### src/rtl/nx_fifo_ram_ctrl_if.sv
// Producer/consumer stream plus external 1R1W RAM port bundle for nx_fifo_ram_ctrl.
// master = controller side, slave = environment (producer, consumer, RAM macro).
interface nx_fifo_ram_ctrl_if #(
   parameter int WIDTH = 83,
   parameter int AW    = 8
);
   logic             wr_vld;
   logic [WIDTH-1:0] wr_dat;
   logic             wr_rdy;
   logic             rd_vld;
   logic [WIDTH-1:0] rd_dat;
   logic             rd_rdy;
   logic             ram_web;
   logic [AW-1:0]    ram_wa;
   logic [WIDTH-1:0] ram_din;
   logic [WIDTH-1:0] ram_bwe;
   logic             ram_reb;
   logic [AW-1:0]    ram_ra;
   logic [WIDTH-1:0] ram_dout;
   logic [AW:0]      fill_cnt;

   modport master (
      input  wr_vld, wr_dat, rd_rdy, ram_dout,
      output wr_rdy, rd_vld, rd_dat, ram_web, ram_wa, ram_din, ram_bwe,
             ram_reb, ram_ra, fill_cnt
   );

   modport slave (
      output wr_vld, wr_dat, rd_rdy, ram_dout,
      input  wr_rdy, rd_vld, rd_dat, ram_web, ram_wa, ram_din, ram_bwe,
             ram_reb, ram_ra, fill_cnt
   );
endinterface

### src/rtl/nx_fifo_ram_ctrl.sv
// Valid/ready FIFO controller around an external 1R1W RAM with 2-cycle registered reads.
// Reads are credit-issued into a small skid buffer so the consumer may stall at any time.
module nx_fifo_ram_ctrl #(
   parameter int WIDTH      = 83,
   parameter int DEPTH      = 168,
   parameter int AW         = $clog2(DEPTH),
   parameter int RD_LATENCY = 2
) (
   input  logic               clk,
   input  logic               rst,
   nx_fifo_ram_ctrl_if.master bus
);
   localparam int SKID = RD_LATENCY + 2;
   localparam int SW   = $clog2(SKID);
   localparam int CW   = AW + 1;
   localparam logic [CW-1:0] DEPTH_C = CW'(DEPTH);
   localparam logic [CW-1:0] FILL_MX = CW'(DEPTH + SKID);
   localparam logic [AW-1:0] LAST_A  = AW'(DEPTH - 1);
   localparam logic [SW-1:0] LAST_S  = SW'(SKID - 1);
   localparam logic [SW:0]   SKID_C  = (SW+1)'(SKID);

   logic [AW-1:0]       wr_ptr, rd_ptr;
   logic [CW-1:0]       ram_used, ram_used_n;
   logic [CW-1:0]       avail_cnt, avail_cnt_n;
   logic [CW-1:0]       fill_q, fill_n;
   logic                wr_rdy, wr_acc, wr_acc_d1;
   logic                iss, push, pop, rd_vld;
   logic [RD_LATENCY:1] vld_pipe;
   logic [SW:0]         skid_cnt, skid_cnt_n, credit_use;
   logic [SW-1:0]       skid_hd, skid_tl;
   logic [WIDTH-1:0]    skid_mem [SKID];

   // ram_used counts every accepted entry not yet issued, including writes the RAM
   // has not committed yet; avail_cnt only counts committed (readable) entries.
   assign wr_rdy = ~rst & (ram_used != DEPTH_C);
   assign wr_acc = bus.wr_vld & wr_rdy;

   // Credits: reads in flight plus skid occupancy may never exceed the skid depth.
   always_comb begin
      credit_use = skid_cnt;
      for (int i = 1; i <= RD_LATENCY; i++) credit_use = credit_use + (SW+1)'(vld_pipe[i]);
   end

   assign iss    = (avail_cnt != '0) & (credit_use < SKID_C);
   assign push   = vld_pipe[RD_LATENCY];
   assign rd_vld = (skid_cnt != '0);
   assign pop    = rd_vld & bus.rd_rdy;

   always_comb begin
      ram_used_n  = ram_used + CW'(wr_acc) - CW'(iss);
      avail_cnt_n = avail_cnt + CW'(wr_acc_d1) - CW'(iss);
      skid_cnt_n  = skid_cnt + (SW+1)'(push) - (SW+1)'(pop);
      fill_n      = ram_used_n + CW'(skid_cnt_n) + CW'(iss);
      for (int i = 1; i < RD_LATENCY; i++) fill_n = fill_n + CW'(vld_pipe[i]);
   end

   always_ff @(posedge clk or posedge rst) begin
      if (rst) begin
         wr_ptr    <= '0;
         rd_ptr    <= '0;
         ram_used  <= '0;
         avail_cnt <= '0;
         wr_acc_d1 <= 1'b0;
         vld_pipe  <= '0;
         skid_cnt  <= '0;
         skid_hd   <= '0;
         skid_tl   <= '0;
         fill_q    <= '0;
      end else begin
         wr_acc_d1 <= wr_acc;
         ram_used  <= ram_used_n;
         avail_cnt <= avail_cnt_n;
         vld_pipe  <= {vld_pipe[RD_LATENCY-1:1], iss};
         skid_cnt  <= skid_cnt_n;
         fill_q    <= fill_n;
         if (wr_acc) wr_ptr  <= (wr_ptr == LAST_A) ? '0 : wr_ptr + AW'(1);
         if (iss)    rd_ptr  <= (rd_ptr == LAST_A) ? '0 : rd_ptr + AW'(1);
         if (push)   skid_tl <= (skid_tl == LAST_S) ? '0 : skid_tl + SW'(1);
         if (pop)    skid_hd <= (skid_hd == LAST_S) ? '0 : skid_hd + SW'(1);
      end
   end

   // Skid data needs no reset: slots are only read while counted valid.
   always_ff @(posedge clk) begin
      if (push) skid_mem[skid_tl] <= bus.ram_dout;
   end

   assign bus.wr_rdy   = wr_rdy;
   assign bus.ram_web  = ~wr_acc;
   assign bus.ram_wa   = wr_ptr;
   assign bus.ram_din  = bus.wr_dat;
   assign bus.ram_bwe  = '1;
   assign bus.ram_reb  = ~iss;
   assign bus.ram_ra   = rd_ptr;
   assign bus.rd_vld   = rd_vld;
   assign bus.rd_dat   = skid_mem[skid_hd];
   assign bus.fill_cnt = fill_q;

   a_skid_no_overflow: assert property (@(posedge clk) disable iff (rst)
      !(push && !pop && (skid_cnt == SKID_C)));
   a_fill_bound: assert property (@(posedge clk) disable iff (rst) fill_q <= FILL_MX);
endmodule

### src/flat_wrapper.sv
// flat-port wrapper written by rule: the top's interface ports become plain ports
module nx_fifo_ram_ctrl_flat 
#(
   parameter int WIDTH      = 83,
   parameter int DEPTH      = 168,
   parameter int AW         = $clog2(DEPTH),
   parameter int RD_LATENCY = 2
)
  (clk, rst, bus_wr_vld, bus_wr_dat, bus_rd_rdy, bus_ram_dout, bus_wr_rdy, bus_rd_vld, bus_rd_dat, bus_ram_web, bus_ram_wa, bus_ram_din, bus_ram_bwe, bus_ram_reb, bus_ram_ra, bus_fill_cnt);
  nx_fifo_ram_ctrl_if #(.WIDTH(WIDTH), .AW(AW)) bus_i ();
  input  logic clk;
  input  logic rst;
  input wire logic [$bits(bus_i.wr_vld)-1:0] bus_wr_vld;
  input wire logic [$bits(bus_i.wr_dat)-1:0] bus_wr_dat;
  input wire logic [$bits(bus_i.rd_rdy)-1:0] bus_rd_rdy;
  input wire logic [$bits(bus_i.ram_dout)-1:0] bus_ram_dout;
  output wire logic [$bits(bus_i.wr_rdy)-1:0] bus_wr_rdy;
  output wire logic [$bits(bus_i.rd_vld)-1:0] bus_rd_vld;
  output wire logic [$bits(bus_i.rd_dat)-1:0] bus_rd_dat;
  output wire logic [$bits(bus_i.ram_web)-1:0] bus_ram_web;
  output wire logic [$bits(bus_i.ram_wa)-1:0] bus_ram_wa;
  output wire logic [$bits(bus_i.ram_din)-1:0] bus_ram_din;
  output wire logic [$bits(bus_i.ram_bwe)-1:0] bus_ram_bwe;
  output wire logic [$bits(bus_i.ram_reb)-1:0] bus_ram_reb;
  output wire logic [$bits(bus_i.ram_ra)-1:0] bus_ram_ra;
  output wire logic [$bits(bus_i.fill_cnt)-1:0] bus_fill_cnt;
  assign bus_i.wr_vld = bus_wr_vld;
  assign bus_i.wr_dat = bus_wr_dat;
  assign bus_i.rd_rdy = bus_rd_rdy;
  assign bus_i.ram_dout = bus_ram_dout;
  assign bus_wr_rdy = bus_i.wr_rdy;
  assign bus_rd_vld = bus_i.rd_vld;
  assign bus_rd_dat = bus_i.rd_dat;
  assign bus_ram_web = bus_i.ram_web;
  assign bus_ram_wa = bus_i.ram_wa;
  assign bus_ram_din = bus_i.ram_din;
  assign bus_ram_bwe = bus_i.ram_bwe;
  assign bus_ram_reb = bus_i.ram_reb;
  assign bus_ram_ra = bus_i.ram_ra;
  assign bus_fill_cnt = bus_i.fill_cnt;
  nx_fifo_ram_ctrl #(.WIDTH(WIDTH), .DEPTH(DEPTH), .AW(AW), .RD_LATENCY(RD_LATENCY)) u_core (.clk(clk), .rst(rst), .bus(bus_i));
endmodule
### config.mk
export PLATFORM = sky130hd
export DESIGN_NAME = nx_fifo_ram_ctrl_flat
export DESIGN_NICKNAME = d
export VERILOG_FILES = /design/src/rtl/nx_fifo_ram_ctrl_if.sv /design/src/rtl/nx_fifo_ram_ctrl.sv /design/src/flat_wrapper.sv
export SDC_FILE = /design/constraint.sdc
export NUM_CORES = 1
export LEC_CHECK = 0
export ABC_AREA = 1
export ABC_CLOCK_PERIOD_IN_PS = 3950
export BUFFER_PORTS_ARGS = -buffer_cell sky130_fd_sc_hd__buf_2
export CAP_MARGIN = 40
export CORE_ASPECT_RATIO = 0.75
export CORE_MARGIN = 2
export CORE_UTILIZATION = 30
export DETAILED_ROUTE_END_ITERATION = 16
export PLACE_DENSITY = 0.6
export SKIP_CTS_REPAIR_TIMING = 1
export SLEW_MARGIN = 30
export SYNTH_ARGS = -nofsm -noshare
export SYNTH_HDL_FRONTEND = slang
export SYNTH_SLANG_ARGS = --single-unit
### constraint.sdc
create_clock -name clk -period 3.95 [get_ports clk]
set_input_delay 0.5925 -clock clk [delete_from_list [all_inputs] [get_ports clk]]
set_output_delay 0.5925 -clock clk [all_outputs]
set_load 0.005 [all_outputs]
# Word-level counts from Yosys, hierarchy flattened
# Memory sizes are Yosys's and may differ from the RTL's.
# Index checks and enable logic that the tools add are counted.
classes:
  add_sub_neg: 15
  magnitude_cmp: 1
  n_eq_ne: 5
  n_mux: 6
  bitwise: 7
  n_reduce_logical: 2
op_table:
  columns: ["cell", "count"]
  rows:
  - ["adder 9 x 1 -> 9 bit", 4]
  - ["subtractor 9 x 1 -> 9 bit", 2]
  - ["adder 8 x 1 -> 8 bit, second input constant", 2]
  - ["== test 8 bit, second input constant", 2]
  - ["2-to-1 mux 8 bit", 2]
  - ["adder 3 x 1 -> 3 bit", 3]
  - ["adder 9 x 3 -> 9 bit", 1]
  - ["!= test 9 x 8 -> 1 bit, second input constant", 1]
  - ["nonzero test 9 bit", 1]
  - ["adder 2 x 1 -> 2 bit, second input constant", 2]
  - ["bitwise AND 1 bit", 4]
  - ["== test 2 bit, second input constant", 2]
  - ["2-to-1 mux 2 bit", 2]
  - ["< comparator 3 bit, second input constant", 1]
  - ["NOT 1 bit", 3]
  - ["nonzero test 3 bit", 1]
  - ["subtractor 3 x 1 -> 3 bit", 1]
  - ["2-to-1 mux 1 bit", 2]
totals:
  register_bits: 53
  mem_bits_rw: 332
  input_bits: 170
  word_cells: 47
  n_memories: 1
mem_list:
  columns: ["name", "words", "width", "read_ports", "rd_ports_with_merged_regs", "write_ports", "line", "rtl"]
  rows:
  - ["u_core.skid_mem", 4, 83, 1, 0, 1, "nx_fifo_ram_ctrl.sv:31", "logic [WIDTH-1:0] skid_mem [SKID];"]

# Logic depth before layout (Yosys ltp)
depth:
  depth_word: 8
  ltp_mapped: 23
  ltp_nobuf: 23

# Least setup slack after synthesis
# No wires, ideal clock.
synth_path:
  path_kind: "in2reg"
  start: "input port rst"
  end: "register u_core.fill_q[6], in the netlist u_core.bus.fill_cnt[6]"
  arrival_time_ns: 4.247
  setup_slack_ns: -0.421
  cell_stages: 12
  path_buffers: 0
  cell_sequence: "inv_1 nand3_2 inv_2 ha_1 fa_1 ha_1 fa_1 nand3_1 nand3_1 nand3_1 nor2_4 xor2_1"
synth_via:
  elab_chain_cells: 8
synth_lines:
  columns: ["element", "line", "rtl"]
  rows:
  - ["start: declaration", "flat_wrapper.sv:12", "input logic rst;"]
  - ["NOT 1 bit", "nx_fifo_ram_ctrl.sv:35", "assign wr_rdy = ~rst & (ram_used != DEPTH_C);"]
  - ["bitwise AND 1 bit", "nx_fifo_ram_ctrl.sv:35", null]
  - ["bitwise AND 1 bit", "nx_fifo_ram_ctrl.sv:36", "assign wr_acc = bus.wr_vld & wr_rdy;"]
  - ["named net u_core.wr_acc", "nx_fifo_ram_ctrl.sv:26", "logic wr_rdy, wr_acc, wr_acc_d1;"]
  - ["adder 9 x 1 -> 9 bit", "nx_fifo_ram_ctrl.sv:50", "ram_used_n = ram_used + CW'(wr_acc) - CW'(iss);"]
  - ["subtractor 9 x 1 -> 9 bit", "nx_fifo_ram_ctrl.sv:50", null]
  - ["named net u_core.ram_used_n[1]", "nx_fifo_ram_ctrl.sv:23", "logic [CW-1:0] ram_used, ram_used_n;"]
  - ["adder 9 x 3 -> 9 bit", "nx_fifo_ram_ctrl.sv:53", "fill_n = ram_used_n + CW'(skid_cnt_n) + CW'(iss);"]
  - ["adder 9 x 1 -> 9 bit", "nx_fifo_ram_ctrl.sv:53", null]
  - ["adder 9 x 1 -> 9 bit", "nx_fifo_ram_ctrl.sv:54", "for (int i = 1; i < RD_LATENCY; i++) fill_n = fill_n + CW'(vld_pipe[i]);"]
  - ["named net u_core.fill_n[6]", "nx_fifo_ram_ctrl.sv:25", "logic [CW-1:0] fill_q, fill_n;"]
  - ["end signal: assignment", "nx_fifo_ram_ctrl.sv:75", "fill_q <= fill_n;"]
  - ["end: declaration", "nx_fifo_ram_ctrl.sv:25", null]
# The timed path passes the listed nets, and every way through them passes these cells.
# A chain may end at the register's enable or synchronous reset.

# Worst setup path after layout
layout_path:
  start: "register u_core.skid_cnt[0]"
  end: "register u_core.fill_q[6], in the netlist u_core.bus.fill_cnt[6]"
layout_via:
  elab_chain_cells: 8
layout_lines:
  columns: ["element", "line", "rtl"]
  rows:
  - ["start: declaration", "nx_fifo_ram_ctrl.sv:29", "logic [SW:0] skid_cnt, skid_cnt_n, credit_use;"]
  - ["start signal: assignment", "nx_fifo_ram_ctrl.sv:74", "skid_cnt <= skid_cnt_n;"]
  - ["adder 3 x 1 -> 3 bit (2 in series)", "nx_fifo_ram_ctrl.sv:41", "for (int i = 1; i <= RD_LATENCY; i++) credit_use = credit_use + (SW+1)'(vld_pipe[i]);"]
  - ["< comparator 3 bit", "nx_fifo_ram_ctrl.sv:44", "assign iss = (avail_cnt != '0) & (credit_use < SKID_C);"]
  - ["bitwise AND 1 bit", "nx_fifo_ram_ctrl.sv:44", null]
  - ["named net u_core.iss", "nx_fifo_ram_ctrl.sv:27", "logic iss, push, pop, rd_vld;"]
  - ["subtractor 9 x 1 -> 9 bit", "nx_fifo_ram_ctrl.sv:50", null]
  - ["named net u_core.ram_used_n[1]", "nx_fifo_ram_ctrl.sv:23", null]
  - ["adder 9 x 3 -> 9 bit", "nx_fifo_ram_ctrl.sv:53", null]
  - ["adder 9 x 1 -> 9 bit", "nx_fifo_ram_ctrl.sv:53", null]
  - ["adder 9 x 1 -> 9 bit", "nx_fifo_ram_ctrl.sv:54", null]
  - ["named net u_core.fill_n[6]", "nx_fifo_ram_ctrl.sv:25", null]
# The timed path passes the listed nets, and every way through them passes these cells.

==> metrics.md <==
| Metric | Value |
|---|---|
| Status | completed |
| Final TNS setup | 0 ns |
| Initial antenna violation count | 6 |
| First-pass GRT wire length | 56.56 mm |
| Hold Crit Class | in2reg |
| Placed cell count | 2177 |
| Final Max Slew Viols | 0 |
| Cells on Worst Hold Path | 1 |
| Cells after synthesis | 1367 |
| Hold_sp | bus_ram_dout[18] |
| Async S/R FF share, synth | 0.1377 |
| CTS sink cnt | 385 |
| R2R cell count | 17 |
| Post-Route WL | 37.23 mm |
| Initial Utilization | 0.3025 |
| Minimum clock period | 3.641 ns |
| #FFs+latches synth | 385 |
| Layout Skew | 0.02377 ns |
| Peak supply drop | 0.0005002 V |
| Final std cells w/o fill | 2248 |
| Share of the synthesized area in the top cell type | 0.5923 |
| Final weighted congestion in routability-driven placement | 0.8266 |
| Vias in the first global route | 10.05k |
| Area Overhead vs Synth | 13.04% |
| Mapped Area | 16830 µm² |
| CTS tree | yes |
| Drt pass-1 iters | 5 |
| Commonest cells in the netlist | edfxtp_1, nor2_1, buf_4, o21ai_0 |
| Port buffer count | 198 |
| Worst EP arrival | 4.07 ns |
| Vias | 10.09k |
| DRT iter0 DRCs | 581 |
| Cell taking the most area after synthesis | edfxtp_1 |
| Crit path kind | reg2reg |
| Worst setup EP type | register |
| Data required time of the worst path | 4.38 ns |
| Clk pin slew, worst setup/hold paths | 0.06 ns |
| Worst skew pair latency | 0.55 ns |
| Static Leak | 7.317 nW |
| Yosys cell types | 39 |
| Final Hold Vio Count | 0 |
| RSZ-0062 raised after global routing | false |
| Top_reg_cell synth | edfxtp_1 |
| Layout cells sized above 1 | 0.2012 |
| Final WS setup | 0.3086 ns |
| Clock tree buffer depth | 3 |
| Max Cap Viol | 0 |
| Relative slew slack | 0.5233 |
| Nets | 1703 |
| Pwr Density | 889.2 nW/µm² |
| GR Util All Layers | 0.1248 |
| Startpoint Class | register |
| CTS Root Buffer Type | clkbuf_16 |
| Hold Path End | u_core.skid_mem[0][18] |
| R2R Path Start | u_core.skid_cnt[0] |
| H-tree depth | 2 |
| HPWL after DPL | 23.45 mm |
| CP Max Fanout | 8 |
| Grt ovf | 0 |
| Average routed wire per standard cell | 16.56 µm |
| Post-DR vias/cell | 4.490 |
| # IOs | 448 |
| Place WS | 0.2822 ns |
| Avg Inst Size Synth | 12.31 µm² |
| Most common cell in the netlist | edfxtp_1 |
| Remaining DRCs | 0 |
| Sequential share of the synthesized area | 0.6711 |
| Antenna-violating nets left | 0 |
| YS warnings | 0 |
| Number of flops mapped to enable cells by yosys | 332 |
| Die height | 209.1 µm |
| Die width | 277.5 µm |
| Worst-Margin Slew | 0.7151 ns |
| Fin crit share | 0.9219 |
| Core footprint | 55650 µm² |
| R2r setup slk | 0.31 ns |
| Row Count | 75 |
| Synth top area cells | edfxtp_1, dfrtp_1, buf_4 |
| CTS buffer count | 40 |
| Fmax | 274.6 MHz |
| Layout fillers | 5426 |
| Worst r2r dst | u_core.bus.fill_cnt[6] |
| Die Area | 58030 µm² |
| Setup-failing EPs final | 0 |
| Largest net degree at the start of global routing | 111 |
==> cell usage in the layout (no fill, tap or decap), drive strengths merged, types with 2 or more instances in the layout <==
cell type	instances
nor3	4
a21oi	10
clkinv	16
dfrtp	53
conb	83
ha	40
inv	89
buf	218
edfxtp	332
nand3b	3
o22ai	84
bufinv	2
o21ai	183
nand2	82
nor2	190
fa	5
or2	2
clkinvlp	4
nand4	11
xor2	19
xnor2	3
clkbuf	48
nand3	29
==> worst max path at each step <==
stage,end,cells past startpoint,start
global route,u_core.bus.fill_cnt[7],22,u_core.skid_cnt[0]
CTS,u_core.bus.fill_cnt[7],22,u_core.skid_cnt[0]
finish,u_core.bus.fill_cnt[6],17,u_core.skid_cnt[0]
floorplan,u_core.bus.fill_cnt[6],12,rst
detailed placement,u_core.bus.fill_cnt[7],22,u_core.skid_cnt[0]
global placement,u_core.bus.fill_cnt[8],20,u_core.skid_cnt[0]
==> worst max-delay path, cell delays in order (launching register included) <==
cell	delay (ns)
dfrtp_1	0.40
ha_1	0.29
a21o_1	0.16
nand2_1	0.06
nand2_1	0.08
nand3_4	0.12
inv_4	0.05
ha_1	0.28
inv_1	0.05
ha_1	0.20
fa_2	0.46
ha_1	0.33
fa_1	0.47
nand3_1	0.10
nand3_1	0.10
nand3_1	0.16
nor2_4	0.07
xor2_1	0.13
==> sequential cells by signal, summed over array words and instances (netlist names) <==
signal               count
u_core.bus.fill_cnt      9
u_core.vld_pipe          2
u_core.bus.ram_ra        8
u_core.wr_acc_d1         1
u_core.bus.ram_wa        8
u_core.skid_mem        332
u_core.ram_used          9
u_core.skid_cnt          3
u_core.skid_tl           2
u_core.avail_cnt         9
u_core.skid_hd           2
==> power breakdown <==
part	switching (mW)	leakage (nW)	total (mW)	internal, mW
Clock	1.53	0.587	3.53	1.99
Sequential	0.518	3.68	6.34	5.82
Combinational	4.47	3.05	7.06	2.58
==> final cells by class <==
cell class / instances / area [µm²] / share of cell area
Timing Repair Buffer: 218 / 1216 / 0.06392
Multi-Input combinational cell: 754 / 4030 / 0.2118
Clock buffer: 48 / 1031 / 0.05419
Antenna cell: 1 / 2.502 / 0.0001315
Inverter: 89 / 355.3 / 0.01868
Tap cell: 731 / 914.6 / 0.04807
Clock inverter: 22 / 175.2 / 0.009207
Sequential cell: 385 / 11300 / 0.5940
==> metal layers <==
layer,track usage,vias to the layer above,routed length (µm)
li1,-,4801,-
met1,0.1475,4872,15440
met2,0.2101,316,17880
met3,0.04159,94,2711
met4,0.04929,10,1137
met5,0,-,62
==> cells by family (layout without fill, tap and decap cells) <==
family,Yosys count,in the layout,synth area share
AO/OA/AOI/OAI,282,282,0.09114
other,1,84,0.0002228
flip-flops,385,385,0.6711
XOR/XNOR,22,22,0.01145
adder cells (fa/ha/maj),45,45,0.03568
buffers and inverters,310,377,0.1095
AND/OR/NAND/NOR,322,322,0.08088
==> metrics by stage <==
stage                       util  instance area [µm²]  total power, mW  hold slack, ns
after global routing      0.3419                19030            18.31          0.2207
after global placement    0.3195                17780            13.29          0.3844
after floorplan                -                17150            11.07          0.3742
final                     0.3419                19030            16.92          0.2550
after detailed placement  0.3198                17800            13.46          0.4045
after CTS                 0.3415                19000            17.07          0.2082
No activity file was read; power rests on OpenSTA's default activity.
